[src/rtl/spi_pkg.sv]
// Shared constants and helpers for the SPI serial-clock generator.
package spi_pkg;

  localparam int unsigned DIV_W = 3;
  localparam int unsigned CNT_W = (1 << DIV_W) - 1;

  // Terminal count for a half-period of 2^divider clk cycles.
  function automatic logic [CNT_W-1:0] half_minus1(input logic [DIV_W-1:0] divider);
    logic [CNT_W:0] half;
    half = (CNT_W+1)'(1) << divider;
    return CNT_W'(half - (CNT_W+1)'(1));
  endfunction

endpackage

[src/rtl/spi_sclk_gen_if.sv]
// Configuration, chip-select and generated-clock signals of spi_sclk_gen.
interface spi_sclk_gen_if;
  import spi_pkg::*;

  logic [DIV_W-1:0] divider;
  logic             cpol;
  logic             cs;
  logic             sclk;
  logic             sclk_pe;
  logic             sclk_ne;

  modport master (output divider, output cpol, output cs,
                  input  sclk,    input  sclk_pe, input sclk_ne);
  modport slave  (input  divider, input  cpol,   input  cs,
                  output sclk,    output sclk_pe, output sclk_ne);
endinterface

[src/rtl/sclk_edge_detect.sv]
// Delayed SCLK copy plus rise/fall strobes, gated off while chip-select is inactive.
module sclk_edge_detect (
  input  logic clk,
  input  logic rst,
  input  logic sclk_i,
  input  logic cs_gate_i,
  output logic pe_o,
  output logic ne_o
);

  logic sclk_dly_q;

  always_ff @(posedge clk or negedge rst) begin
    if (!rst) sclk_dly_q <= 1'b0;
    else      sclk_dly_q <= sclk_i;
  end

  assign pe_o =  sclk_i & ~sclk_dly_q & ~cs_gate_i;
  assign ne_o = ~sclk_i &  sclk_dly_q & ~cs_gate_i;

endmodule

[src/rtl/spi_sclk_gen.sv]
// SPI serial-clock generator: power-of-two divider, CPOL idle level, edge strobes.
// Build option SPI_SCLK_CFG_LATCH_EN freezes divider/cpol for the duration of a transfer.
module spi_sclk_gen
  import spi_pkg::*;
(
  input  logic            clk,
  input  logic            rst,
  spi_sclk_gen_if.slave   bus
);

  logic [CNT_W-1:0] cnt_q, cnt_d;
  logic             sclk_q, sclk_d;
  logic [DIV_W-1:0] div_eff;
  logic             cpol_eff;

`ifdef SPI_SCLK_CFG_LATCH_EN
  logic [DIV_W-1:0] div_sh_q;
  logic             cpol_sh_q;

  // Shadows track the live config while idle and hold it during a transfer.
  always_ff @(posedge clk or negedge rst) begin
    if (!rst) begin
      div_sh_q  <= '0;
      cpol_sh_q <= 1'b0;
    end else if (bus.cs) begin
      div_sh_q  <= bus.divider;
      cpol_sh_q <= bus.cpol;
    end
  end

  assign div_eff  = bus.cs ? bus.divider : div_sh_q;
  assign cpol_eff = bus.cs ? bus.cpol    : cpol_sh_q;
`else
  assign div_eff  = bus.divider;
  assign cpol_eff = bus.cpol;
`endif

  // Counter clears at or above terminal so a divider shrink never wraps.
  always_comb begin
    cnt_d  = cnt_q;
    sclk_d = sclk_q;
    if (bus.cs) begin
      cnt_d  = '0;
      sclk_d = cpol_eff;
    end else if (cnt_q >= half_minus1(div_eff)) begin
      cnt_d  = '0;
      sclk_d = ~sclk_q;
    end else begin
      cnt_d  = cnt_q + CNT_W'(1);
    end
  end

  always_ff @(posedge clk or negedge rst) begin
    if (!rst) begin
      cnt_q  <= '0;
      sclk_q <= 1'b0;
    end else begin
      cnt_q  <= cnt_d;
      sclk_q <= sclk_d;
    end
  end

  assign bus.sclk = sclk_q;

  sclk_edge_detect u_edge (
    .clk       (clk),
    .rst       (rst),
    .sclk_i    (sclk_q),
    .cs_gate_i (bus.cs),
    .pe_o      (bus.sclk_pe),
    .ne_o      (bus.sclk_ne)
  );

endmodule

[src/flat_wrapper.sv]
// flat-port wrapper written by rule: the top's interface ports become plain ports
module spi_sclk_gen_flat import spi_pkg::*;
  (clk, rst, bus_divider, bus_cpol, bus_cs, bus_sclk, bus_sclk_pe, bus_sclk_ne);
  spi_sclk_gen_if bus_i ();
  input  logic clk;
  input  logic rst;
  input wire logic [$bits(bus_i.divider)-1:0] bus_divider;
  input wire logic [$bits(bus_i.cpol)-1:0] bus_cpol;
  input wire logic [$bits(bus_i.cs)-1:0] bus_cs;
  output wire logic [$bits(bus_i.sclk)-1:0] bus_sclk;
  output wire logic [$bits(bus_i.sclk_pe)-1:0] bus_sclk_pe;
  output wire logic [$bits(bus_i.sclk_ne)-1:0] bus_sclk_ne;
  assign bus_i.divider = bus_divider;
  assign bus_i.cpol = bus_cpol;
  assign bus_i.cs = bus_cs;
  assign bus_sclk = bus_i.sclk;
  assign bus_sclk_pe = bus_i.sclk_pe;
  assign bus_sclk_ne = bus_i.sclk_ne;
  spi_sclk_gen u_core (.clk(clk), .rst(rst), .bus(bus_i));
endmodule
[config.mk]
export PLATFORM = sky130hd
export DESIGN_NAME = spi_sclk_gen_flat
export DESIGN_NICKNAME = d
export VERILOG_FILES = /design/src/rtl/spi_pkg.sv /design/src/rtl/spi_sclk_gen_if.sv /design/src/rtl/sclk_edge_detect.sv /design/src/rtl/spi_sclk_gen.sv /design/src/flat_wrapper.sv
export SDC_FILE = /design/constraint.sdc
export NUM_CORES = 1
export LEC_CHECK = 0
export ABC_CLOCK_PERIOD_IN_PS = 4100
export CAP_MARGIN = 20
export CELL_PAD_IN_SITES_DETAIL_PLACEMENT = 1
export CELL_PAD_IN_SITES_GLOBAL_PLACEMENT = 2
export CORE_UTILIZATION = 34
export CTS_CLUSTER_SIZE = 16
export DETAILED_ROUTE_END_ITERATION = 6
export PLACE_DENSITY_LB_ADDON = 0.1
export SLEW_MARGIN = 15
export SYNTH_ARGS = -nofsm -noshare
export SYNTH_HDL_FRONTEND = slang
export SYNTH_SLANG_ARGS = --single-unit
[constraint.sdc]
create_clock -name clk -period 4.1 [get_ports clk]
set_input_delay 0.615 -clock clk [delete_from_list [all_inputs] [get_ports clk]]
set_output_delay 0.615 -clock clk [all_outputs]
set_load 0.05 [all_outputs]
==> summary.md <==
| Metric | Value |
|---|---|
| Worst hold margin | `479 ps` |
| Fmax | `0.360 GHz` |
| Synth Area in Compound Gates | `14.4%` |
| Flop2flop setup slack | `2330 ps` |
| Switch Pwr | `0.0747 mW` |
| Seq/Total Area, Yosys | `37.7%` |
| FFs w/ async S/R, synth | `100%` |
| Main combinational cell family by area after synthesis | `simple AND/OR/NAND/NOR gates` |
| Final RePlAce weighted congestion | `0.670` |
| Crit share post-route | `67.7%` |
| R2R cell count | `5` |
| Layout area overhead | `22.8%` |
| Dpl hpwl | `875 um` |
| Ys flop type | `dfrtp_1` |
| Final hold violations | `0` |
| Logic pwr share | `29.2%` |
| Setup Crit Path Kind | `in -> out` |
| Post-synth EDFFs | `0` |
| Layout cells sized above 1 | `13.0%` |
| # port buffers | `9` |
| Post-CTS setup repair buffer count | `0` |
| Initial Utilization | `37.9%` |
| Full die area | `0.00193 sq mm` |
| PD cells | `327 mW/mm^2` |
| Clock power frac | `27.3%` |
| Critical Path End Type | `output port` |
| Hold Path End | `u_core.u_edge.sclk_dly_q` |
| H-tree depth | `1` |
| Setup crit start | `bus_cs` |
| Hold_sp | `u_core.bus.sclk` |
| Largest net degree at the start of global routing | `10` |
| Reg2Reg Launch Point | `u_core.cnt_q[4]` |
| TritonRoute pass-1 iters | `6` |
| Non-filler cells, final | `85` |
| Top post-synthesis cells by count | `dfrtp_1 (9), nor2_1 (9), ha_1 (8)` |
| CP startpoint kind | `input pin` |
| Register area | `225 sq um` |
| CTS buffer count | `3` |
| Post-synthesis mux area share | `2.51%` |
| RR Endpoint | `u_core.bus.sclk` |
| Via Count | `445` |
| Clock Latency Late Sink | `250 ps` |
| Slew of the pin with the lowest slew margin | `488 ps` |
| Pint | `0.165 mW` |
| Yosys Warn Count | `0` |
| Setup Viol. Count Final | `0` |
| Avg Inst Size Synth | `10.7 sq um` |
| Max clock buf depth | `2` |
| N_diodes | `0` |
| Post-synth top area share | `37.7%` |
| Adder-Cell Fraction of Synth Area | `16.7%` |
| Post-CTS Hold Buffers | `0` |
| TritonCTS clock tree | `yes` |
| WP data arrival | `2160 ps` |
| Post-layout nets | `85` |
| I/O pins | `10` |
| Gr usage total | `15.0%` |
| Post-synthesis cell count | `56` |
| Synth Area in Simple Gates | `19.5%` |
| Hold depth | `0` |
| Post-Syn Area | `598 sq um` |
| CTS resizes | `0` |
| Antenna Violating Nets Remaining | `0` |
| Largest area contributor in the netlist | `dfrtp_1` |
| Status | `completed` |
| First-pass GRT wire length | `2130 um` |
| Post-Syn Nets | `71` |
| Worst Path Required | `3480 ps` |
| Cell variety after synth | `21` |
| Clk slew on worst S/H paths | `50 ps` |
| # fillers | `186` |
| Seq cells post-synth | `9` |
| Die Ht | `43.9 um` |
| Final wirelength | `1080 um` |
| Max Cap Violations | `0` |
| Vias per cell | `5.24` |
| Core area | `0.00158 sq mm` |
| Worst slew margin | `67.3%` |
| Multi-input logic area | `362 sq um` |
| Ranking of synthesized cells by area | `dfrtp_1 (38%), ha_1 (17%), xor2_1 (5.9%), nor2_1 (5.6%), nand3_1 (4.2%)` |
| Leak pwr | `0.354 nW` |
| RSZ-0062 raised after global routing | `no` |
| Slew Viols, Final | `0` |
| Sw Share | `31.1%` |
| Maximum vdd drop | `0.224 mV` |
| Clk sinks | `9` |
| Tmin final | `2780 ps` |
| Post-synthesis xor/xnor area fraction | `7.32%` |
| Number of DRC violations after detailed-routing iteration 0 | `2` |
| Root Buffer | `clkbuf_4` |
| CP max FO | `5` |
| Residual DRC | `0` |
| Worst Skew | `6.43 ps` |
| Vias in the first global route | `482` |
| Total grt overflow | `0` |
| Setup TNS | `0 ps` |
| WL per Instance | `12.7 um` |
| Initial antenna violation count | `0` |
| # rows | `14` |
| Seq pwr share | `43.5%` |
| Inst Count DP | `81` |
| Die Width | `43.9 um` |
| Hold Crit Class | `reg -> reg` |
## layout by cell type, fill, tap and decap left out
| cell type | synthesis | routed |
|---|---|---|
| nor3b_1 | 2 | 2 |
| a211o_1 | 1 | 1 |
| o21ai_2 | 1 | 1 |
| nand2_1 | 2 | 2 |
| ha_1 | 8 | 8 |
| or3_1 | 1 | 1 |
| dfrtp_1 | 9 | 9 |
| nand3_1 | 5 | 5 |
| nor2_1 | 9 | 9 |
| clkbuf_1 | 0 | 1 |
| o211ai_2 | 1 | 1 |
| o211ai_4 | 1 | 1 |
| and4_1 | 1 | 1 |
| xor2_1 | 4 | 4 |
| inv_1 | 3 | 3 |
| and3_1 | 1 | 1 |
| clkbuf_4 | 0 | 3 |
| a211oi_4 | 1 | 1 |
| o21ai_0 | 2 | 2 |
| nand2b_4 | 1 | 1 |
| a21oi_1 | 1 | 1 |
| mux2_4 | 1 | 1 |
| clkdlybuf4s50_1 | 0 | 9 |
| xnor2_1 | 1 | 1 |
## worst max-delay path, cell delays in order
cell	delay [ps]
clkdlybuf4s50_1	490
nor3b_1	230
clkdlybuf4s50_1	830
## power groups by stage
stage / clock, mW / combinational, mW / sequential [mW]
final: 0.0656 / 0.0701 / 0.104
after global routing: 0.0738 / 0.0766 / 0.106
after CTS: 0.0689 / 0.0713 / 0.105
after detailed placement: 0 / 0.0705 / 0.106
after global placement: 0 / 0.0696 / 0.106
after floorplan: 0 / 0.0417 / 0.111
## cells by family after synthesis
kind of cell,count (synthesis)
buffers and inverters,3
muxes,1
AOI/OAI and AO/OA,8
and+or+nand+nor,22
adders and majority gates,8
DFF,9
xor gates and xnor gates,5
## metal layers
metal / wire, um / track usage [%] / part of all wire, % / vias to the layer above
met3: 16 / 1.25 / 1.5 / 0
met2: 520 / 24.2 / 48 / 5
li1: - / - / - / 225
met4: 0 / 5.45 / 0 / 0
met5: 0 / 0 / 0 / -
met1: 541 / 21.2 / 50 / 215
## sequential cells by signal, summed over array words and instances (netlist names)
register	count
u_core.u_edge.sclk_dly_q	1
u_core.cnt_q	7
u_core.bus.sclk	1
## worst max-delay path by stage
stage,slack (ps),to
final,1320,bus_sclk_pe
after global routing,1180,bus_sclk_ne
after global placement,1320,u_core.bus.sclk
after CTS,1310,bus_sclk_pe
after floorplan,1600,bus_sclk_pe
after detailed placement,1290,u_core.bus.sclk
## per-stage QoR
stage	worst slack (ps)	util, %	area, sq um	power, mW
2_1_floorplan	1600	-	598	0.153
5_1_grt	1180	46.6	734	0.256
6_report	1320	46.6	734	0.240
3_5_place_dp	1290	44.9	708	0.177
3_3_place_gp	1320	44.9	708	0.176
4_1_cts	1310	46.6	734	0.245
## final cells by class
class / count / area share [%]
inverters: 3 / 1.53
repair buffers: 9 / 12.3
flip-flops and latches: 9 / 30.7
multi-input cells: 44 / 49.2
well taps: 16 / 2.73
clock buffers: 4 / 3.58
Power figures use the tool's default switching activity.
==> RTL edit 1: new RTL, same settings <==
Set the package constant `DIV_W` to 4 (it was 3).
--- a/src/rtl/spi_pkg.sv
+++ b/src/rtl/spi_pkg.sv
@@ -1,7 +1,7 @@
 // Shared constants and helpers for the SPI serial-clock generator.
 package spi_pkg;
 
-  localparam int unsigned DIV_W = 3;
+  localparam int unsigned DIV_W = 4;
   localparam int unsigned CNT_W = (1 << DIV_W) - 1;
 
   // Terminal count for a half-period of 2^divider clk cycles.
Interface: changed (resized bus_divider); port bits go from 10 to 11. No check against the original RTL was run, so the function may have changed too.
==> RTL edit 1 against the original RTL <==
  * Sequential power grew 75%
  * Clock skew fell by 1.1 ps
  * Routed wire length increased to 2.8 times the old value
  * Sequential cell count increased by 8
  * Largest power group unchanged
  * Area after synthesis rose by 120%
  * Maximum frequency fell by 25%
  * Count of clock-buffer cells in the layout stayed put
  * Sequential share of layout area is 2.5 points lower
  * Critical path type is now in -> reg
  * Non-clock buffer count is 6 higher
  * Global-route usage up 1.9 points
  * Clock power up 89%
  * Power grew 64%
  * Final area increased by 110%
  * Setup slack lost 910 ps
==> RTL edit 1: results (changes against the original RTL) <==
[status]
status = finished clean  ; unchanged

[routing]
routedWlPerCell_um = 14.8  ; was 12.7 um
wl_met3_um = 48  ; was 16 um
drt_pass1_iterations = 2  ; was 6
m1WireLength_um = 1520  ; was 541 um
routed-wl-met2_um = 1470  ; was 520 um
drt_iter0_markers = 12  ; was 2
routed.top_layer = met4  ; was met3
vias_per_cell = 5.25  ; was 5.24

[place]
dp.cells = 202  ; was 81
dpl_cell_area_mm2 = 0.00147  ; was 708 um^2
gp_congestion = 0.775  ; was 0.670
hpwlAfterDp_um = 2470  ; was 875 um
pre_cts_slack_ps = 123  ; was 1290 ps
portBuffers = 10  ; was 9

[layout]
fin_nets = 184  ; was 85
drive_above_1_share = 0.0823  ; was 0.130
seq_area_um2 = 425  ; was 225 um^2
largest_reg_flops = 15  ; was 7
diodes = 0  ; unchanged
fin_cells = 206  ; was 85
n_fill_cell = 437  ; was 186

[synth]
synth-seq-area-share = 0.328  ; was 0.377
synth-xor-area-share = 0.0945  ; was 0.0732
synth.area.mux_share = 0.0116  ; was 0.0251
yosys-top-cells-area = dfrtp_1, ha_1, nor2_1  ; was dfrtp_1, ha_1, xor2_1
syn_inst = 145  ; was 56
synthAdderAreaFrac = 0.164  ; was 0.167
ys_types = 31  ; was 21
syn-num-nets = 170  ; was 71
synth-compound-area-share = 0.125  ; was 0.144
synth_commonest_cells = nor2_1, dfrtp_1, ha_1, nand3_1, xor2_1  ; was dfrtp_1, nor2_1, ha_1, nand3_1, xor2_1

[clocking]
clk_pin_slew_ps = 70  ; was 50 ps
worstSkewPairLatency_ps = 250  ; about the same
cts_root_buffer = clkbuf_8  ; was clkbuf_4

[critical_path]
regToRegSetupSlack_ps = 2150  ; was 2330 ps
endpoint = u_core.cnt_q[4]$_DFF_PN0_  ; was bus_sclk_pe
worstPathMaxFanout = 15  ; was 5
reg2reg_from = u_core.cnt_q[2]$_DFF_PN0_  ; was u_core.cnt_q[4]$_DFF_PN0_
rr_worst_depth = 6  ; was 5
cp_data_arrival_time_ps = 3830  ; was 2160 ps
crit_start = bus_divider[1]  ; was bus_cs

[grt]
grt_use_total = 0.169  ; was 0.150
gr-usage-met2 = 0.294  ; was 0.242
grt_pass1_wl_um = 5220  ; was 2130 um
grt_pass1_vias = 1128  ; was 482
grt_max_degree = 18  ; was 10
met1_usage = 0.216  ; was 0.212

[power_and_ir_drop]
p_leak_nw = 0.674  ; was 0.354 nW
ir_worst_vdd_v = 0.000178  ; was 0.000224 V

[sta]
whs_ps = 510  ; was 479 ps
max-slew-margin-rel = 0.475  ; was 0.673
slew_violations = 0  ; unchanged
post-route-period-util = 0.900  ; was 0.677
fin_skew_ps = 5.31  ; was 6.43 ps

RTL edit 1: worst max-delay path, stage by stage:
cell and delay [ps]:
clkdlybuf4s50_1 420, or2_2 330, or3_1 360, ha_1 310, nor3_1 220, a21oi_1 60
a2bb2oi_1 150, ha_1 330, nand4_1 180, nor4_1 350, nor4_2 90, o311ai_4 80
buf_4 260, nor2_1 70
RTL edit 1: logic make-up after synthesis:
| kind of cell | count (synthesis) |
|---|---|
| flops | 17 |
| simple gates | 63 |
| fa+ha+maj | 17 |
| xor+xnor | 14 |
| compound gates | 23 |
| mux | 1 |
| buf+inv | 10 |
RTL edit 1: where the power goes:
group	internal, mW	switching [mW]	total (mW)
sequential	0.174	0.00860	0.182
combinational	0.0368	0.0504	0.0872
clock	0.0688	0.0548	0.124
RTL edit 1: area by class of cell:
type                       instances  area share
multi-input combinational        118       0.548
tap                               48      0.0398
sequential                        17       0.282
inverter                           4     0.00994
timing repair buffer              15      0.0911
clock buffer                       4      0.0298
==> RTL edit 2: new RTL, same settings <==
Made on the original files. The option `SPI_SCLK_CFG_LATCH_EN` is turned on by a define.
--- a/src/rtl/spi_sclk_gen.sv
+++ b/src/rtl/spi_sclk_gen.sv
@@ -1,5 +1,7 @@
 // SPI serial-clock generator: power-of-two divider, CPOL idle level, edge strobes.
 // Build option SPI_SCLK_CFG_LATCH_EN freezes divider/cpol for the duration of a transfer.
+`define SPI_SCLK_CFG_LATCH_EN
+
 module spi_sclk_gen
   import spi_pkg::*;
 (
Formal check against the unedited RTL: not equivalent (Yosys sat finds a counterexample within 4 cycles, from zero or initial values and one cycle with rst low).
==> RTL edit 2 against the original RTL <==
  * Setup slack got worse by 760 ps
  * Power up 42%
  * Final area increased by 26%
  * Combinational power grew 51%
  * Non-clock buffer count increased by 1
  * Sequential cell count increased by 3
  * First-iteration DRC count decreased by 100%
  * Area after synthesis is 29% higher
  * Routed wire length up 30%
  * Via count up 20%
  * Count of clock-buffer cells in the layout unchanged
  * Highest routed layer is now met4
==> RTL edit 2: results (changes against the original RTL) <==
[critical_path]
crit_start = bus_cs  ; unchanged
cp_data_arrival_time_ps = 3700  ; was 2160 ps
worstPathMaxFanout = 8  ; was 5
reg2reg_from = u_core.div_sh_q[1]$_DFF_PN0_  ; was u_core.cnt_q[4]$_DFF_PN0_

[place]
portBuffers = 9  ; unchanged
gp_congestion = 0.757  ; was 0.670
dp.cells = 105  ; was 81
hpwlAfterDp_um = 1120  ; was 875 um

[synth]
syn-num-nets = 85  ; was 71
synth-seq-area-share = 0.389  ; was 0.377
synth_commonest_cells = dfrtp_1, ha_1, nor2_1  ; was dfrtp_1, nor2_1, ha_1, nand3_1, xor2_1
synthArstFlopShare = 1.00  ; unchanged
synth_area_per_cell_um2 = 11.2  ; was 10.7 um^2
yosys-top-cells-area = dfrtp_1, ha_1, xor2_1  ; unchanged
ys_types = 26  ; was 21
yosysWarningCount = 0  ; unchanged

[status]
status = finished clean  ; unchanged

[clocking]
cts_resized = 0  ; unchanged
cts_root_buffer = clkbuf_4  ; unchanged
cts_buffers = 3  ; unchanged
clk_pin_slew_ps = 70  ; was 50 ps
cts_max_level = 1  ; unchanged
worstSkewPairLatency_ps = 280  ; was 250 ps
clockBufferDepth = 2  ; unchanged
post_cts_buffers = 0  ; unchanged

[grt]
grt_pass1_vias = 606  ; was 482
grt_antenna_before_repair = 0  ; unchanged
grt_pass1_wl_um = 2620  ; was 2130 um
grt_use_total = 0.140  ; was 0.150
grt_max_degree = 13  ; was 10

[sta]
max-slew-margin-rel = 0.640  ; was 0.673
fin_skew_ps = 5.24  ; was 6.43 ps

[routing]
wirelength_um = 1400  ; was 1080 um
routedWlPerCell_um = 12.8  ; was 12.7 um
drt_iter0_markers = 0  ; was 2
vias_per_cell = 4.91  ; was 5.24
drt_pass1_iterations = 1  ; was 6

[power_and_ir_drop]
ir_worst_vdd_v = 0.000186  ; was 0.000224 V
p_leak_nw = 0.442  ; was 0.354 nW

[layout]
reg.largest.list = u_core.cnt_q x7, u_core.div_sh_q x3
drive_above_1_share = 0.171  ; was 0.130
fin_nets = 99  ; was 85
diodes = 0  ; unchanged

[min_path]
min_path_type = reg -> reg  ; unchanged
holdCritStartpoint = u_core.bus.sclk$_DFFE_PN0P_  ; unchanged

-- RTL edit 2: power by group --
| group | switching, mW | internal (mW) |
|---|---|---|
| combinational | 0.0576 | 0.0484 |
| clock | 0.0412 | 0.0541 |
| sequential | 0.0104 | 0.129 |
| total | 0.109 | 0.232 |
-- RTL edit 2: final timing paths --
| kind | end | slack, ps | cells past startpoint |
|---|---|---|---|
| setup / recovery | u_core.bus.sclk$_DFFE_PN0P_ | 560 | 13 |
| hold / removal | u_core.u_edge.sclk_dly_q$_DFF_PN0_ | 500 | 0 |
| setup reg to reg | u_core.bus.sclk$_DFFE_PN0P_ | 1410 | 11 |
| hold reg to reg | u_core.u_edge.sclk_dly_q$_DFF_PN0_ | 500 | 0 |
| max in group asynchronous | u_core.div_sh_q[2]$_DFF_PN0_ | 3060 | 1 |
| min in group asynchronous | u_core.cnt_q[2]$_DFF_PN0_ | 680 | 1 |
-- RTL edit 2: worst max-delay path: stages --
cell,delay (ps)
clkdlybuf4s50_1,740
mux2i_4,340
inv_2,70
nor2_1,170
nand2_1,100
ha_1,240
nor3_1,200
a21oi_1,70
ha_1,310
and4_1,230
o21ai_2,80
o211ai_4,200
mux2_4,310
-- RTL edit 2: routing by layer --
layer  part of all wire  routed length, um  GRT usage
met5                  0                  0          0
met4              0.010                 14     0.0286
met2               0.50                695      0.250
met3              0.038                 53     0.0463
met1               0.45                635      0.159
-- RTL edit 2: layout make-up --
type                    instances  area, um^2
inverters                       4        15.0
multi-input cells              52         445
repair buffers                 10        97.6
well taps                      27        33.8
clock buffers                   4        36.3
flip-flops and latches         12         300
fillers                       242        1110
-- RTL edit 2: cells by family (layout without fill, tap and decap cells) --
family	after synthesis	in the layout	share of synthesized area
and+or+nand+nor	24	24	0.160
xor gates and xnor gates	6	6	0.0681
DFF	12	12	0.389
muxes	4	4	0.0810
AOI/OAI and AO/OA	9	9	0.122
buffers and inverters	5	18	0.0340
adders and majority gates	9	9	0.146
-- RTL edit 2: per-stage QoR --
stage	setup slack, ps	power [mW]	area, um^2
finish	565	0.341	928
global route	352	0.364	928
CTS	527	0.347	928
detailed placement	249	0.249	892
global placement	296	0.246	892
floorplan	1110	0.219	772
